[config.mk]
export PLATFORM = sky130hd
export DESIGN_NAME = crt_113_128_to_bin
export DESIGN_NICKNAME = d
export VERILOG_FILES = /design/src/rtl/crt_113_128_to_bin.sv
export SDC_FILE = /design/constraint.sdc
export NUM_CORES = 1
export LEC_CHECK = 0
export BUFFER_PORTS_ARGS = -buffer_cell sky130_fd_sc_hd__buf_2
export CORE_AREA = 2 2 89 91
export DETAILED_ROUTE_END_ITERATION = 10
export DIE_AREA = 0 0 91 93
export GPL_TIMING_DRIVEN = 0
export PLACE_DENSITY = 0.7
export REMOVE_ABC_BUFFERS = 1
export SKIP_LAST_GASP = 1
export SYNTH_ARGS = -nofsm -noshare
export SYNTH_HDL_FRONTEND = slang
export SYNTH_SLANG_ARGS = --single-unit
[constraint.sdc]
create_clock -name clk -period 3.5 [get_ports clk]
set_clock_uncertainty 0.05 [all_clocks]
set_input_delay 0.175 -clock clk [delete_from_list [all_inputs] [get_ports clk]]
set_output_delay 0.175 -clock clk [all_outputs]
set_load 0.005 [all_outputs]
[src/rtl/crt_113_128_to_bin.sv]
// Sequential residue-to-binary converter for moduli {113,128}: mixed-radix CRT,
// with t = (a - b) * 98 mod 113 computed by 7 Horner steps. Optional: CRT113_RANGE_CHECK_EN.
module crt_113_128_to_bin (
   input  logic        clk,
   input  logic        rst,
   input  logic        in_valid,
   output logic        in_ready,
   input  logic [6:0]  r113,
   input  logic [6:0]  r128,
   output logic        out_valid,
   input  logic        out_ready,
   output logic [13:0] x
`ifdef CRT113_RANGE_CHECK_EN
   ,
   output logic        err
`endif
);

   typedef enum logic [1:0] {IDLE, DIFF, MUL, OUT} state_t;

   localparam logic [6:0] M113 = 7'd113;
   localparam logic [7:0] M113W = 8'd113;
   localparam logic [7:0] INV128 = 8'd98;

   state_t     state;
   logic [6:0] a, r128_q, d, acc;
   logic [2:0] cnt;
`ifdef CRT113_RANGE_CHECK_EN
   logic       flag;
`endif

   logic [6:0] a_in, b, d_n, acc_n;
   logic [7:0] dbl, dbl_r, sum, sum_r;

   always_comb begin
      a_in  = (r113 >= M113) ? r113 - M113 : r113;
      b     = (r128_q >= M113) ? r128_q - M113 : r128_q;
      // 7-bit wraparound keeps a - b + 113 exact when a < b (result 1..112)
      d_n   = (a >= b) ? a - b : a - b + M113;
      dbl   = {acc, 1'b0};
      dbl_r = (dbl >= M113W) ? dbl - M113W : dbl;
      sum   = dbl_r + INV128;
      sum_r = (sum >= M113W) ? sum - M113W : sum;
      acc_n = d[cnt] ? sum_r[6:0] : dbl_r[6:0];
   end

   always_ff @(posedge clk or posedge rst) begin
      if (rst) begin
         state     <= IDLE;
         in_ready  <= 1'b1;
         out_valid <= 1'b0;
         x         <= '0;
         a         <= '0;
         r128_q    <= '0;
         d         <= '0;
         acc       <= '0;
         cnt       <= '0;
`ifdef CRT113_RANGE_CHECK_EN
         flag      <= 1'b0;
         err       <= 1'b0;
`endif
      end else begin
         case (state)
            IDLE: if (in_valid) begin
               a        <= a_in;
               r128_q   <= r128;
               in_ready <= 1'b0;
               state    <= DIFF;
`ifdef CRT113_RANGE_CHECK_EN
               flag     <= (r113 >= M113);
               err      <= 1'b0;
`endif
            end
            DIFF: begin
               d     <= d_n;
               acc   <= '0;
               cnt   <= 3'd6;
               state <= MUL;
            end
            MUL: begin
               acc <= acc_n;
               cnt <= cnt - 3'd1;
               if (cnt == 3'd0) begin
                  state     <= OUT;
                  out_valid <= 1'b1;
`ifdef CRT113_RANGE_CHECK_EN
                  x         <= flag ? 14'd0 : {acc_n, r128_q};
                  err       <= flag;
`else
                  x         <= {acc_n, r128_q};
`endif
               end
            end
            OUT: if (out_ready) begin
               out_valid <= 1'b0;
               in_ready  <= 1'b1;
               state     <= IDLE;
            end
            default: state <= IDLE;
         endcase
      end
   end

endmodule

==> impl_metrics.py, run 1 <==
metrics = {
    "clocking": {
        "cts_tree": "done",
        "cts.reportedPaths.clkPinSlew_ps": 100,
        "clockRootBuffer": "sky130_fd_sc_hd__clkbuf_8",
        "worstSkewPairLatency_ps": 310,
        "tritoncts_num_sinks": 49,
        "clock_tree.buffer_depth": 2,
        "h-tree-depth": 2,
        "cts-buffers-inserted": 5,
    },
    "detailed_routing": {
        "number_of_antenna_violating_nets_in_the_routed_design": 0,
        "wl_mm": 9.342,
        "post_drt_via_cell_ratio": 5.880,
        "first_iter_violations": 192,
        "drtPass1Iterations": 4,
        "detailroute.via_count": 3328,
        "detail_route.drc_violations": 0,
        "wl_per_cell_um": 16.51,
    },
    "sta": {
        "fmaxAchievable_mhz": 293.2,
        "timing.slew.headroom": 0.3604,
        "slew_viol_final": 0,
        "final.period_utilization": 0.9745,
        "fin_setup_tns_ps": 0,
        "max_slew.worst_pin.slew_ps": 955.1,
        "worst_slack_ps": 89.33,
        "setup-violations-final": 0,
        "min_period_ps": 3411,
        "hold_violations": 0,
    },
    "die": {
        "floorplan.die.height_um": 93,
        "initial_utilization": 0.4864,
        "num_rows": 32,
        "io_pins": 34,
        "die_w_um": 91,
        "die-area_um2": 8463,
        "placeableCoreArea_um2": 7527,
    },
    "outcome": {
        "status": "completed",
    },
    "power": {
        "pwr_density_nw_per_um2": 1082,
        "p_leak_nw": 1.926,
        "irDropWorstVdd_v": 0.0005877,
    },
    "min_path": {
        "min_path_type": "input port to flip-flop",
    },
    "finish": {
        "area.growth.synth_to_final_pct": 17.98,
        "multi_input_comb_area_um2": 2469,
        "nNetsFinal": 505,
        "filler_cells": 714,
        "final_layout_size_suffix_gt1_frac": 0.2780,
        "num_antenna_cells": 0,
        "regArea_um2": 1234,
        "finish.utilization": 0.5738,
    },
    "logic_synthesis": {
        "synth_top_cells_by_area": "sky130_fd_sc_hd__dfrtp_1 33%, sky130_fd_sc_hd__ha_1 7.9%, sky130_fd_sc_hd__nand2_1 5.2%, sky130_fd_sc_hd__nor2_1 3.5%, sky130_fd_sc_hd__a21oi_1 3.0%",
        "postSynthAreaPerCell_um2": 8.655,
        "synth_edf_count": 0,
        "synth-warning-count": 0,
        "post_synth_num_cell_types": 74,
        "yosys.area.top_type_share": 0.3281,
        "largest_area_contributor_in_the_synthesized_netlist": "sky130_fd_sc_hd__dfrtp_1",
        "synth_sequential_area_ratio": 0.3353,
        "synth.most_common_cell": "sky130_fd_sc_hd__nand2_1",
        "yosys-top-cells-count": "51 x sky130_fd_sc_hd__nand2_1, 48 x sky130_fd_sc_hd__dfrtp_1, 34 x sky130_fd_sc_hd__nor2_1",
        "async_flop_share": 1.000,
        "synth_flop_cell": "sky130_fd_sc_hd__dfrtp_1",
        "mappedNetlistArea_um2": 3661,
        "syn_inst": 423,
        "synthesized_flop_and_latch_total": 49,
    },
    "worst_setup_path": {
        "timing.critical_path.fanout_max": 6,
        "critPathSlowestCell": "sky130_fd_sc_hd__or4_4",
        "slowest_delay_ps": 440,
        "path_cells": "or3_4 > a21o_1 > ha_4 > inv_2 > ha_4 > nand2b_4 > or4_4 > a21oi_4 > nor3_4 > mux2_4 > o21a_1 > o31ai_1",
        "timing_worst_setup_path_type": "flip-flop to flip-flop",
        "cp-start-kind": "flip-flop",
        "cp_common_cell": "sky130_fd_sc_hd__ha_4",
        "critical_path_buf_inv_count": 1,
        "critPathCaptureType": "flip-flop",
        "arrival_ps": 3570,
        "crit_family": "simple AND/OR/NAND/NOR gates",
        "critical_path_required_ps": 3660,
    },
    "global_routing": {
        "grt_antenna_before_repair": 0,
        "overflow": 0,
        "grt_pass1_wl_mm": 15.83,
        "grt_usage": 0.2285,
        "grt_pass1_vias": 3292,
        "grt_max_degree": 33,
    },
    "placement": {
        "numPortBuffers": 33,
        "gp_congestion": 0.9654,
        "preCtsSetupSlack_ps": -397.2,
        "dp_hpwl_mm": 6.775,
    },
    "job": {
        "cap_violations": 0,
    },
}
[final cells by class]
class,count,area share
multi-input combinational,331,0.5716
sequential,49,0.2856
clock inverter,1,0.001738
clock buffer,7,0.01767
inverter,27,0.02433
timing repair buffer,49,0.06952
tap,102,0.02955
[worst register-to-register path, cell delays in order (launching register included)]
cell	delay, ps
sky130_fd_sc_hd__dfrtp_2	430
sky130_fd_sc_hd__or3_4	400
sky130_fd_sc_hd__a21o_1	230
sky130_fd_sc_hd__ha_4	300
sky130_fd_sc_hd__inv_2	60
sky130_fd_sc_hd__ha_4	220
sky130_fd_sc_hd__nand2b_4	160
sky130_fd_sc_hd__or4_4	440
sky130_fd_sc_hd__a21oi_4	160
sky130_fd_sc_hd__nor3_4	90
sky130_fd_sc_hd__mux2_4	330
sky130_fd_sc_hd__o21a_1	200
sky130_fd_sc_hd__o31ai_1	240
[per-stage QoR]
step	power (W)	hold WS, ps	cell area (um2)	instances
6_report	0.004673	43.44	4319	566
5_1_grt	0.005102	34.05	4319	566
4_1_cts	0.004291	38.69	4104	556
3_5_place_dp	0.003799	146.7	3909	543
3_3_place_gp	0.003701	361.4	3884	542
2_1_floorplan	0.003135	257.7	3591	407
[cells in the final DEF, fill, tap and decap left out, types with 6 or more instances in the layout]
cell type,count
sky130_fd_sc_hd__a21o_1,6
sky130_fd_sc_hd__a21oi_1,20
sky130_fd_sc_hd__a31oi_1,6
sky130_fd_sc_hd__and3_1,6
sky130_fd_sc_hd__buf_2,33
sky130_fd_sc_hd__buf_4,14
sky130_fd_sc_hd__dfrtp_1,43
sky130_fd_sc_hd__ha_1,16
sky130_fd_sc_hd__inv_1,21
sky130_fd_sc_hd__mux2_2,8
sky130_fd_sc_hd__mux2i_1,6
sky130_fd_sc_hd__nand2_1,51
sky130_fd_sc_hd__nand2b_1,9
sky130_fd_sc_hd__nand3_1,13
sky130_fd_sc_hd__nor2_1,32
sky130_fd_sc_hd__nor3_1,8
sky130_fd_sc_hd__o21ai_0,15
sky130_fd_sc_hd__xnor2_1,8
[power by group]
| part | total [W] | switching (W) | leakage (nW) | internal, W |
|---|---|---|---|---|
| clock | 0.000345 | 0.000202 | 0.0385 | 0.000142 |
| sequential | 0.00101 | 0.000208 | 0.604 | 0.000802 |
| combinational | 0.00332 | 0.00189 | 1.28 | 0.00143 |
| total | 0.00467 | 0.00230 | 1.93 | 0.00238 |
[registers in the layout, summed over array words and instances (netlist names)]
signal	cells
acc	7
x	14
in_ready	1
out_valid	1
r128_q	7
state	2
d	7
a	7
cnt	3
[per-layer routing]
| metal | wire length (um) | GRT usage | up-vias | share of wire |
|---|---|---|---|---|
| li1 | - | - | 1622 | - |
| met1 | 4156 | 0.2965 | 1573 | 0.44 |
| met2 | 4483 | 0.3883 | 108 | 0.48 |
| met3 | 446 | 0.03707 | 25 | 0.048 |
| met4 | 255 | 0.08081 | 0 | 0.027 |
| met5 | 0 | 0 | - | 0 |
[worst paths after layout]
check / cells past startpoint / from / slack, ps / end
hold / removal: 2 / r128[6] / 40 / r128_q[6]$_DFFE_PP0P_
setup reg to reg: 12 / acc[2]$_DFFE_PP0P_ / 90 / x[11]$_DFFE_PP0P_
hold reg to reg: 2 / x[5]$_DFFE_PP0P_ / 440 / x[5]$_DFFE_PP0P_
min in group asynchronous: 3 / rst / 340 / x[3]$_DFFE_PP0P_
max in group asynchronous: 4 / rst / 2540 / acc[2]$_DFFE_PP0P_
setup / recovery: 12 / acc[2]$_DFFE_PP0P_ / 90 / x[11]$_DFFE_PP0P_
[cells by family (layout without fill, tap and decap cells)]
logic type / after synthesis / count (layout) / share of synthesized area
muxes: 16 / 16 / 0.05126
buffers and inverters: 43 / 84 / 0.04682
DFF: 49 / 49 / 0.3353
adders and majority gates: 24 / 24 / 0.08408
xor gates and xnor gates: 12 / 12 / 0.02871
and+or+nand+nor: 164 / 164 / 0.2225
AOI/OAI and AO/OA: 115 / 115 / 0.2314
[timing repair]
item,CTS,global route
setup endpoints to repair,17,15
resized for setup,18,34
hold buffers,1,0
hold endpoints to repair,16,0
setup buffers,4,10
pin swaps,2,14
Power figures use the tool's default switching activity.
==> run 2: changes to the inputs <==
--- a/config.mk
+++ b/config.mk
@@ -10,7 +10,7 @@
 export DETAILED_ROUTE_END_ITERATION = 10
 export DIE_AREA = 0 0 91 93
 export GPL_TIMING_DRIVEN = 0
-export PLACE_DENSITY = 0.7
+export PLACE_DENSITY_LB_ADDON = 0.2
 export REMOVE_ABC_BUFFERS = 1
 export SKIP_LAST_GASP = 1
 export SYNTH_ARGS = -nofsm -noshare
==> run 2 against run 1 <==
  * The run now ends with negative setup slack left
  * Design area up 1.1%
  * Die area unchanged
  * Sequential cell count unchanged
  * Worst hold slack worse by 7.3 ps
  * Wire length down 3.3%
  * Maximum frequency down 2.6%
  * Combinational power about the same
  * Via count down 1.0%
  * Sequential share of layout area down 0.33 points
  * Critical path depth up 1
  * Largest power group unchanged
==> impl_metrics.py, run 2 (same netlist as run 1, synthesis figures left out) <==
metrics = {
    "global_routing": {
        "grt_usage": 0.2171,
        "overflow": 0,
        "grt_antenna_before_repair": 0,
        "grt_max_degree": 42,
        "grt_pass1_wl_mm": 14.99,
        "grt_pass1_vias": 3187,
    },
    "die": {
        "die_w_um": 91,
        "die-area_um2": 8463,
        "initial_utilization": 0.4864,
        "num_rows": 32,
        "placeableCoreArea_um2": 7527,
        "floorplan.die.height_um": 93,
        "io_pins": 34,
    },
    "sta": {
        "rsz_0062_raised_after_global_routing": "true",
        "setup-violations-final": 1,
        "fmaxAchievable_mhz": 285.5,
        "hold_violations": 0,
        "min_period_ps": 3502,
        "max_slew.worst_pin.slew_ps": 833.3,
        "fin_setup_tns_ps": -2.268,
        "worst_slack_ps": -2.268,
        "final.period_utilization": 1.001,
        "timing.slew.headroom": 0.4420,
        "slew_viol_final": 0,
    },
    "detailed_routing": {
        "number_of_antenna_violating_nets_in_the_routed_design": 0,
        "first_iter_violations": 206,
        "drtPass1Iterations": 4,
        "detail_route.drc_violations": 0,
        "detailroute.via_count": 3294,
        "wl_per_cell_um": 15.88,
        "wl_mm": 9.034,
        "post_drt_via_cell_ratio": 5.789,
    },
    "clocking": {
        "cts_tree": "done",
        "worstSkewPairLatency_ps": 320,
        "h-tree-depth": 2,
        "clockRootBuffer": "sky130_fd_sc_hd__clkbuf_8",
        "cts-buffers-inserted": 5,
        "clock_tree.buffer_depth": 2,
        "cts.reportedPaths.clkPinSlew_ps": 100,
        "tritoncts_num_sinks": 49,
    },
    "power": {
        "p_leak_nw": 1.948,
        "irDropWorstVdd_v": 0.0003896,
        "pwr_density_nw_per_um2": 1078,
    },
    "finish": {
        "area.growth.synth_to_final_pct": 19.24,
        "layout.cells.most_common": "sky130_fd_sc_hd__nand2_1",
        "filler_cells": 713,
        "largest_register_by_flop_count": "x",
        "commonest_cells_after_routing_fill_and_taps_aside": "51 x sky130_fd_sc_hd__nand2_1, 44 x sky130_fd_sc_hd__dfrtp_1, 33 x sky130_fd_sc_hd__buf_2",
        "largest_register_ff_count": 14,
        "nNetsFinal": 508,
        "final_layout_size_suffix_gt1_frac": 0.2719,
        "num_antenna_cells": 0,
        "final_design_area_no_fill_um2": 4365,
    },
    "outcome": {
        "status": "complete, but fails checks",
        "failing_checks": "negative setup slack",
    },
    "job": {
        "cap_violations": 0,
    },
    "placement": {
        "gp_congestion": 0.8706,
        "numPortBuffers": 33,
        "place_area_um2": 3909,
        "dp_hpwl_mm": 6.585,
    },
    "min_path": {
        "min_path_type": "input port to flip-flop",
    },
    "worst_setup_path": {
        "timing_worst_setup_path_type": "flip-flop to flip-flop",
        "critical_path_required_ps": 3640,
        "critPathCaptureType": "flip-flop",
        "cp-start-kind": "flip-flop",
        "arrival_ps": 3640,
        "timing.critical_path.fanout_max": 4,
    },
}
## run 2: cell count changes in the layout (fill, tap and decap cells not counted), moves of 2 or more
| cell | before | now |
|---|---|---|
| sky130_fd_sc_hd__ha_2 | 4 | 1 |
| sky130_fd_sc_hd__ha_1 | 16 | 18 |
| sky130_fd_sc_hd__buf_4 | 14 | 17 |
| sky130_fd_sc_hd__inv_1 | 21 | 23 |
| sky130_fd_sc_hd__inv_2 | 5 | 2 |
| sky130_fd_sc_hd__clkbuf_1 | 2 | 0 |
## run 2: layer usage
layer / GRT usage / wire length, um
met2: 0.3858 / 4548
met5: 0 / 0
met3: 0.03626 / 458
met4: 0.05303 / 165
met1: 0.2766 / 3862
## run 2: worst paths after layout
kind / startpoint / to / slack [ps] / depth (start not counted)
min in group asynchronous: rst / x[13]$_DFFE_PP0P_ / 260 / 3
min: r128[0] / r128_q[0]$_DFFE_PP0P_ / 40 / 2
max reg2reg: acc[0]$_DFFE_PP0P_ / acc[1]$_DFFE_PP0P_ / -2 / 13
max: acc[0]$_DFFE_PP0P_ / acc[1]$_DFFE_PP0P_ / -2 / 13
max in group asynchronous: rst / in_ready$_DFFE_PP1P_ / 2580 / 4
min reg2reg: x[6]$_DFFE_PP0P_ / x[6]$_DFFE_PP0P_ / 430 / 2
## run 2: critical path, cell delays in order (launching register included)
cell and delay [ps]:
sky130_fd_sc_hd__dfrtp_2 440, sky130_fd_sc_hd__or3_4 400, sky130_fd_sc_hd__a21o_4 240, sky130_fd_sc_hd__ha_4 300, sky130_fd_sc_hd__inv_4 60, sky130_fd_sc_hd__ha_4 220
sky130_fd_sc_hd__nand2b_4 160, sky130_fd_sc_hd__or4_4 450, sky130_fd_sc_hd__a21oi_4 160, sky130_fd_sc_hd__nor3_4 80, sky130_fd_sc_hd__buf_4 180, sky130_fd_sc_hd__a311oi_2 370
sky130_fd_sc_hd__xnor2_2 170, sky130_fd_sc_hd__o22ai_1 110
## run 2: timing repair
| action | in CTS | in global routing |
|---|---|---|
| setup endpoints to repair | 16 | 13 |
| pin swaps | 3 | 9 |
| resized for setup | 22 | 26 |
| hold endpoints to repair | 8 | 0 |
| setup buffers | 6 | 11 |
| hold buffers | 1 | 0 |
## run 2: report_power, final
part           internal, W  switching [W]  total, W
Combinational      0.00146        0.00187   0.00333
Sequential        0.000801       0.000201   0.00100
Clock             0.000161       0.000211  0.000372
Total              0.00242        0.00229   0.00471
## run 2: final cells by class
cell class                 count  area, um2  share of cell area
clock buffer                   6      82.58             0.01892
clock inverter                 2      13.76            0.003153
inverter                      27      107.6             0.02465
multi-input combinational    331       2479              0.5678
sequential                    49       1232              0.2823
tap                          102      127.6             0.02923
timing repair buffer          52      322.8             0.07395
## run 2: metrics by stage
step	utilization	hold WS [ps]	std cells	setup slack, ps	total power, W
floorplan	-	257.7	407	35.97	0.003135
global route	0.5800	37.93	569	-91.72	0.005101
finish	0.5800	36.12	569	-2.268	0.004705
detailed placement	0.5193	58.52	543	-416.1	0.003788
global placement	0.5160	357.9	542	-426.4	0.003703
CTS	0.5524	37.11	558	6.086	0.004363
